===== src/rtl/async_init_shift_reg_if.sv =====
// Bus bundle for async_init_shift_reg: shift controls and data in, tail stage and status out.
// No backpressure: d/d_valid are sampled on every rising edge where en=1 and flush=0.
interface async_init_shift_reg_if #(
    parameter int WIDTH = 1
);
    logic             en;
    logic             flush;
    logic [WIDTH-1:0] d;
    logic             d_valid;
    logic [WIDTH-1:0] q;
    logic             q_valid;
    logic             primed;

    modport master (
        output en, flush, d, d_valid,
        input  q, q_valid, primed
    );

    modport slave (
        input  en, flush, d, d_valid,
        output q, q_valid, primed
    );
endinterface


===== src/rtl/async_init_shift_reg.sv =====
// Multi-stage, multi-bit register pipeline with async per-bit init value, per-stage valid,
// synchronous flush and a "primed" flag once the pipeline holds only post-reset data.
module async_init_shift_reg #(
    parameter int               WIDTH = 1,
    parameter int               DEPTH = 1,
    parameter logic [WIDTH-1:0] INIT  = {WIDTH{1'b0}}
) (
    input logic                    clk,
    input logic                    rst,
    async_init_shift_reg_if.slave  bus
);
    localparam int CW = $clog2(DEPTH + 1);

    logic [WIDTH-1:0] s [DEPTH];
    logic [DEPTH-1:0] v;
    logic [CW-1:0]    cnt;
    logic             primed_r;

    always_ff @(posedge clk or posedge rst) begin
        if (rst) begin
            for (int i = 0; i < DEPTH; i++) s[i] <= INIT;
            v        <= '0;
            cnt      <= '0;
            primed_r <= 1'b0;
        end else if (bus.flush) begin
            for (int i = 0; i < DEPTH; i++) s[i] <= INIT;
            v        <= '0;
            cnt      <= '0;
            primed_r <= 1'b0;
        end else if (bus.en) begin
            s[0] <= bus.d;
            v[0] <= bus.d_valid;
            for (int i = 1; i < DEPTH; i++) begin
                s[i] <= s[i-1];
                v[i] <= v[i-1];
            end
            if (cnt != CW'(DEPTH)) cnt <= cnt + CW'(1);
            // primed is registered separately so the output never passes through a comparator
            if (cnt == CW'(DEPTH - 1)) primed_r <= 1'b1;
        end
    end

    assign bus.q       = s[DEPTH-1];
    assign bus.q_valid = v[DEPTH-1];
    assign bus.primed  = primed_r;
endmodule


===== src/flat_wrapper.sv =====
// flat-port wrapper written by rule: the top's interface ports become plain ports
module async_init_shift_reg_flat 
#(
    parameter int               WIDTH = 1,
    parameter int               DEPTH = 1,
    parameter logic [WIDTH-1:0] INIT  = {WIDTH{1'b0}}
)
  (clk, rst, bus_en, bus_flush, bus_d, bus_d_valid, bus_q, bus_q_valid, bus_primed);
  async_init_shift_reg_if #(.WIDTH(WIDTH)) bus_i ();
  input logic clk;
  input logic rst;
  input wire logic [$bits(bus_i.en)-1:0] bus_en;
  input wire logic [$bits(bus_i.flush)-1:0] bus_flush;
  input wire logic [$bits(bus_i.d)-1:0] bus_d;
  input wire logic [$bits(bus_i.d_valid)-1:0] bus_d_valid;
  output wire logic [$bits(bus_i.q)-1:0] bus_q;
  output wire logic [$bits(bus_i.q_valid)-1:0] bus_q_valid;
  output wire logic [$bits(bus_i.primed)-1:0] bus_primed;
  assign bus_i.en = bus_en;
  assign bus_i.flush = bus_flush;
  assign bus_i.d = bus_d;
  assign bus_i.d_valid = bus_d_valid;
  assign bus_q = bus_i.q;
  assign bus_q_valid = bus_i.q_valid;
  assign bus_primed = bus_i.primed;
  async_init_shift_reg #(.WIDTH(WIDTH), .DEPTH(DEPTH), .INIT(INIT)) u_core (.clk(clk), .rst(rst), .bus(bus_i));
endmodule

===== config.mk =====
export PLATFORM = sky130hd
export DESIGN_NAME = async_init_shift_reg_flat
export DESIGN_NICKNAME = d
export VERILOG_FILES = /design/src/rtl/async_init_shift_reg_if.sv /design/src/rtl/async_init_shift_reg.sv /design/src/flat_wrapper.sv
export SDC_FILE = /design/constraint.sdc
export NUM_CORES = 1
export LEC_CHECK = 0
export ABC_AREA = 1
export BUFFER_PORTS_ARGS = -buffer_cell sky130_fd_sc_hd__buf_2
export CORE_AREA = 10 10 47 49
export DETAILED_ROUTE_END_ITERATION = 10
export DIE_AREA = 0 0 57 59
export PLACE_DENSITY = 0.34
export SLEW_MARGIN = 10
export SYNTH_ARGS = -nofsm -noshare
export SYNTH_HDL_FRONTEND = slang
export SYNTH_SLANG_ARGS = --single-unit

===== constraint.sdc =====
create_clock -name clk -period 0.8 [get_ports clk]
set_input_delay 0.08 -clock clk [delete_from_list [all_inputs] [get_ports clk]]
set_output_delay 0.08 -clock clk [all_outputs]
set_load 0.05 [all_outputs]

# --- Yosys cells after proc, flatten, opt, wreduce, memory -nomap -nowiden ---
# Cells that the tools add are included.
word_totals:
  regBits: 4
  in_bits: 6
  out_inout_bits: 3
  word_cells: 18
op_classes:
  n_addsub: 1
  eq_ne: 1
  mux: 10
  n_reduce_logical: 2
ops:
  columns: ["operator", "count"]
  rows:
  - ["2-to-1 mux 1 bit", 10]
  - ["inequality test 2 bit (second input constant)", 1]
  - ["AND reduction 2 bit", 1]
  - ["nonzero test 2 bit", 1]
  - ["adder 1 bit (second input constant)", 1]

# --- Logic depth before layout (Yosys ltp) ---
# Gate-level depths: netlist of the first run.
depth:
  ltp_word: 4
  ltp_mapped: 3
  mapped_depth_nobuf: 3

# --- Least setup slack after synthesis of the first run ---
# Ideal clock, no wire load.
synth_path:
  path_kind: "reg2reg"
  from: "register u_core.bus.primed (netlist name)"
  to: "register u_core.primed_r (netlist: u_core.bus.primed)"
  arrival_time_ps: 837
  required_time_ps: 727
  slack_ps: -110
  stages_incl_launch_ff: 3
  synth_period_minus_slack_ps: 910
  path_cell_list: "dfrtp_1 inv_1 a21oi_2"
synth_lines:
  columns: ["element", "line_no", "text"]
  rows:
  - ["to (signal assigned)", "async_init_shift_reg.sv:24", "primed_r <= 1'b0;"]
  - ["to (signal assigned)", "async_init_shift_reg.sv:29", "primed_r <= 1'b0;"]
  - ["to (signal assigned)", "async_init_shift_reg.sv:39", "if (cnt == CW'(DEPTH - 1)) primed_r <= 1'b1;"]
  - ["to (decl)", "async_init_shift_reg.sv:17", "logic primed_r;"]

# --- Worst setup path after layout of the first run ---
layout_path:
  from: "register u_core.s (netlist: u_core.bus.q)"
  to: "output bus_q"
layout_lines:
  columns: ["element", "line_no", "text"]
  rows:
  - ["from (decl)", "async_init_shift_reg.sv:14", "logic [WIDTH-1:0] s [DEPTH];"]
  - ["from (signal, indexed assignment)", "async_init_shift_reg.sv:34", "s[i] <= s[i-1];"]
  - ["to (decl)", "flat_wrapper.sv:16", "output wire logic [$bits(bus_i.q)-1:0] bus_q;"]
# No word-level cell between the ends.

==> results of run 1 <==
## flip-flops by register name (all words and copies together) (netlist names)
register	count
u_core.bus.q	1
u_core.cnt	1
u_core.bus.primed	1
u_core.bus.q_valid	1
## per-layer routing
metal / wire (um) / vias to the layer above / track usage
met5: 0 / - / 0
met4: 0 / 0 / 0.0302
met3: 37 / 0 / 0.0236
met2: 294 / 5 / 0.0636
met1: 122 / 74 / 0.0214
li1: - / 81 / -
## kinds of logic after synthesis
family,count (synthesis),share of synthesized area
AO/OA/AOI/OAI,1,0.0534
buffers and inverters,4,0.0916
flip-flops,4,0.611
AND/OR/NAND/NOR,10,0.244
## power groups by stage
stage / registers, mW / logic (mW) / clock network, mW
after floorplan: 0.261 / 0.0220 / 0
after global placement: 0.226 / 0.0873 / 0
after detailed placement: 0.227 / 0.0886 / 0
after CTS: 0.227 / 0.105 / 0.290
after global routing: 0.228 / 0.113 / 0.303
final: 0.226 / 0.103 / 0.279
## metrics by stage
step | hold WS (ps) | cell area (um2) | setup WS (ps)
floorplan | -154 | 168 | 22.6
global placement | -34.1 | 228 | 128
global route | 51.3 | 283 | -104
detailed placement | -26.9 | 228 | 124
finish | 45.9 | 283 | -77.1
CTS | 41.4 | 283 | -88.7
## worst max path at each step
stage                              endpoint  cells past startpoint                from
after floorplan           u_core.bus.primed                      2   u_core.bus.primed
after global placement           bus_primed                      1   u_core.bus.primed
after detailed placement        bus_q_valid                      1  u_core.bus.q_valid
after CTS                       bus_q_valid                      1  u_core.bus.q_valid
after global routing                  bus_q                      1        u_core.bus.q
final                                 bus_q                      1        u_core.bus.q
## layout by cell type, fill, tap and decap left out
cell	n
clkbuf_1	1
dfrtp_2	3
nor2_1	3
inv_1	4
dlygate4sd3_1	1
dfrtp_1	1
buf_6	3
nand2_1	5
clkbuf_4	3
nand3_1	2
buf_2	5
a21oi_2	1
## what timing repair did
action | 4_1_cts | 5_1_grt
setup endpoints to repair | 3 | 3
endpoints found under the hold margin | 4 | 0
buffers inserted | 0 | 0
hold buffers | 1 | 0
resized for setup | 6 | 0
## final cells by class
type	instances	area, um2	share of cell area
flip-flops and latches	4	104	0.367
repair buffers	9	68.8	0.243
multi-input cells	11	48.8	0.173
clock buffers	4	26.3	0.0929
well taps	16	20.0	0.0708
inverters	4	15.0	0.0531
==> qor.yml, run 1 <==
critical_path:
  critPathMaxFanout: 2
  crit_buf_inv: 1
  required_ps: 720
  worst-r2r-cell-count: 3
  cp_slowest_stage_delay_ps: 400
  critPathKind: "flip-flop to primary output"
  crit_family: "flip-flops"
  crit_chain: "buf_6"
  crit_arrival_ps: 800
  slowest_stage: "dfrtp_2"
  worstReg2RegEnd: "u_core.bus.primed"
  regToRegStartpoint: "u_core.cnt"
  cp-start-kind: "flip-flop"
  end_kind: "primary output"
  ff2ff_setup_slack_ps: 150
synthesis:
  synth_seq_cells: 4
  synthesis.nets: 25
  synth.most_common_cell: "nand2_1"
  yosys-top-cells-area: "dfrtp_1 (61%), nand2_1 (11%), inv_1 (9.2%)"
  ys_warn_count: 0
  syn_area_um2: 164
  synth_top_area_share: 0.611
  ys_dominant_reg_cell: "dfrtp_1"
  synth_commonest_cells: "nand2_1 (5), dfrtp_1 (4), inv_1 (4)"
  ys_seq_area_frac: 0.611
  syn-instance-count: 19
  async_flop_share: 1.00
  yosys.area.top_type: "dfrtp_1"
  ys_types: 6
  synth-edff-count: 0
  syn_avg_cell_area_um2: 8.63
sta:
  max_freq_mhz: 1140
  setup_viol: 3
  rsz0062_at_grt: "true"
  drv_slew: 0
  hold_viol: 0
  worst_slack_ps: -77.1
  post-route-min-period_ps: 877
  worstMarginPinSlew_ps: 153
  fin_crit_sh: 1.10
  fin_skew_ps: 0.0199
  max_slew_margin: 0.898
  finalSetupTns_ps: -216
route:
  vias_per_cell: 3.33
  drt-wirelength-per-cell_um: 9.46
  finalWirelength_um: 454
  dr.pass1.iters: 1
  vias: 160
  ant_nets: 0
  drtIter0Drc: 0
  drc_errors: 0
final_layout:
  area_growth_pct: 72.5
  nets: 39
  final_cells: 48
  finish.utilization: 0.202
  layout-drive-gt1-share: 0.469
  antennaDiodeCount: 0
  n_fill_cell: 170
min_path:
  hp-class: "input pin to flip-flop"
  min_to: "u_core.bus.primed"
  whs_path_depth: 2
  hp-start: "bus_flush"
cts:
  clock-sinks: 4
  insertion_delay_ps: 230
  htreeDepth: 1
  cts.clk_slew.worst_paths_ps: 40
  clockBufferDepth: 2
  cts_tree: "built"
  ctsRootBufferMaster: "clkbuf_4"
  numCtsBuffers: 3
floorplanning:
  ios: 9
  die_area_mm2: 0.00336
  die_h_um: 59
  fp.coreArea_mm2: 0.00140
  rows: 14
  start_util: 0.117
  die_width_um: 57
run_status:
  status: "finished, violations left"
  violations: "negative setup slack"
power_and_ir_drop:
  p_sw_uw: 163
  p_int_uw: 445
  power_density_mw_per_mm2: 2150
  pwr-share-seq: 0.372
  combPwrFrac: 0.169
  finalPower_uw: 608
  clockPowerShare: 0.459
  vdd_ir_drop_max_mv: 0.564
  p_leak_nw: 0.149
  p_sw_frac: 0.268
placed_design:
  hpwl_um: 359
  io_buffers: 8
  place_congestion: 0.670
  post-place-cells: 43
grt:
  grt.overflow.total: 0
  grt_max_degree: 6
  grt_pass1_vias: 217
  antenna_found_initial: 0
  track_usage: 0.0341
  grt_pass1_wl_um: 841
run:
  maxCapViolCount: 0
(Power assumes the default switching activity.)
==> run 2, diff against run 1 <==
Settings changed: SETUP_SLACK_MARGIN set to 0.15.
==> qor.yml, run 2 (synthesis results as in run 1) <==
run_status:
  status: "finished, violations left"
  violations: "negative setup slack"
critical_path:
  crit_family: "flip-flops"
  ff2ff_setup_slack_ps: -40
  slowest_stage: "dfrtp_2"
  regToRegStartpoint: "u_core.bus.primed"
  path_depth: 1
  critPathMaxFanout: 2
  crit_chain: "buf_8"
  end_kind: "primary output"
  critPathKind: "flip-flop to primary output"
  endpoint: "bus_primed"
  cp-startpoint: "u_core.bus.primed"
  cp-start-kind: "flip-flop"
  crit_buf_inv: 1
  cp_slowest_stage_delay_ps: 410
  required_ps: 720
  worst-r2r-cell-count: 4
  worstReg2RegEnd: "u_core.bus.primed"
  crit_arrival_ps: 800
min_path:
  hp-class: "input pin to flip-flop"
floorplanning:
  die_area_mm2: 0.00336
  ios: 9
  die_h_um: 59
  die_width_um: 57
  start_util: 0.117
  fp.coreArea_mm2: 0.00140
  rows: 14
sta:
  post-route-min-period_ps: 883
  worstMarginPinSlew_ps: 166
  drv_slew: 0
  rsz0062_at_grt: "true"
  setup_viol: 4
  fin_crit_sh: 1.10
  finalSetupTns_ps: -258
  fin_skew_ps: 1.34
  hold_viol: 0
  max_slew_margin: 0.889
  max_freq_mhz: 1130
  worst_slack_ps: -82.7
cts:
  cts_tree: "built"
  cts.clk_slew.worst_paths_ps: 40
  insertion_delay_ps: 240
  ctsRootBufferMaster: "clkbuf_4"
  clockBufferDepth: 2
  htreeDepth: 1
  clock-sinks: 4
  numCtsBuffers: 3
final_layout:
  area_growth_pct: 86.3
  mostFrequentLayoutCells: "nand2_1 (5), buf_2 (5)"
  n_fill_cell: 167
  finish.utilization: 0.218
  regArea_um2: 104
  multi_input_area_um2: 48.8
  layout-drive-gt1-share: 0.529
  antennaDiodeCount: 0
  nets: 41
grt:
  grt.overflow.total: 0
  antenna_found_initial: 0
  grt_max_degree: 6
  grt_pass1_wl_um: 841
  track_usage: 0.0333
  grt_pass1_vias: 187
route:
  drtIter0Drc: 0
  ant_nets: 0
  finalWirelength_um: 462
  dr.pass1.iters: 1
  vias: 172
  drc_errors: 0
  drt-wirelength-per-cell_um: 9.24
  vias_per_cell: 3.44
placed_design:
  place_congestion: 0.630
  io_buffers: 8
power_and_ir_drop:
  p_leak_nw: 0.161
  power_density_mw_per_mm2: 2080
  vdd_ir_drop_max_mv: 0.495
run:
  maxCapViolCount: 0
[run 2: changes by cell type in the layout (fill, tap and decap cells not counted)]
cell / change
buf_4: +1
buf_8: +1
inv_1: -1
inv_2: +1
[run 2: layout make-up]
class,count,share of cell area
clock buffer,4,0.0861
inverter,4,0.0492
multi-input combinational,11,0.160
sequential,4,0.340
tap,16,0.0656
timing repair buffer,11,0.299
[run 2: routing by layer]
metal / part of all wire / track usage / vias up
met2: 0.43 / 0.0388 / 7
met1: 0.46 / 0.0369 / 80
met5: 0 / 0 / -
met4: 0 / 0.0302 / 0
li1: - / - / 85
met3: 0.11 / 0.0258 / 0
[run 2: repair_timing]
| item | in CTS | in global routing |
|---|---|---|
| setup endpoints to repair | 4 | 5 |
| gates resized for setup | 8 | 0 |
| setup buffers | 2 | 0 |
| hold buffers | 1 | 0 |
| pin swaps | 0 | 1 |
| cloned | 0 | 0 |
| endpoints found under the hold margin | 4 | 0 |
[run 2: through the flow]
step	setup slack [ps]	hold WS [ps]	cell area (um2)	power, mW	cells
global route	-123	33.5	305	0.682	50
finish	-82.7	43.6	305	0.635	50
floorplan	62.3	-154	168	0.284	19
global placement	118	-31.4	228	0.315	43
detailed placement	119	-18.8	228	0.316	43
CTS	-93.6	34.2	305	0.650	50
[run 2: worst min-delay path by stage]
stage / startpoint / end / cells after the start / slack, ps
CTS: bus_flush / u_core.bus.primed / 2 / 30
detailed placement: rst / u_core.cnt / 2 / -20
global route: bus_flush / u_core.bus.primed / 2 / 30
finish: bus_flush / u_core.bus.primed / 2 / 40
global placement: rst / u_core.cnt / 2 / -30
floorplan: rst / u_core.cnt / 1 / -150
[run 2: where the power goes]
group          internal (mW)  leakage (nW)  switching, mW
clock network          0.188        0.0150         0.0998
registers              0.218        0.0477        0.00913
logic                 0.0540        0.0978         0.0664
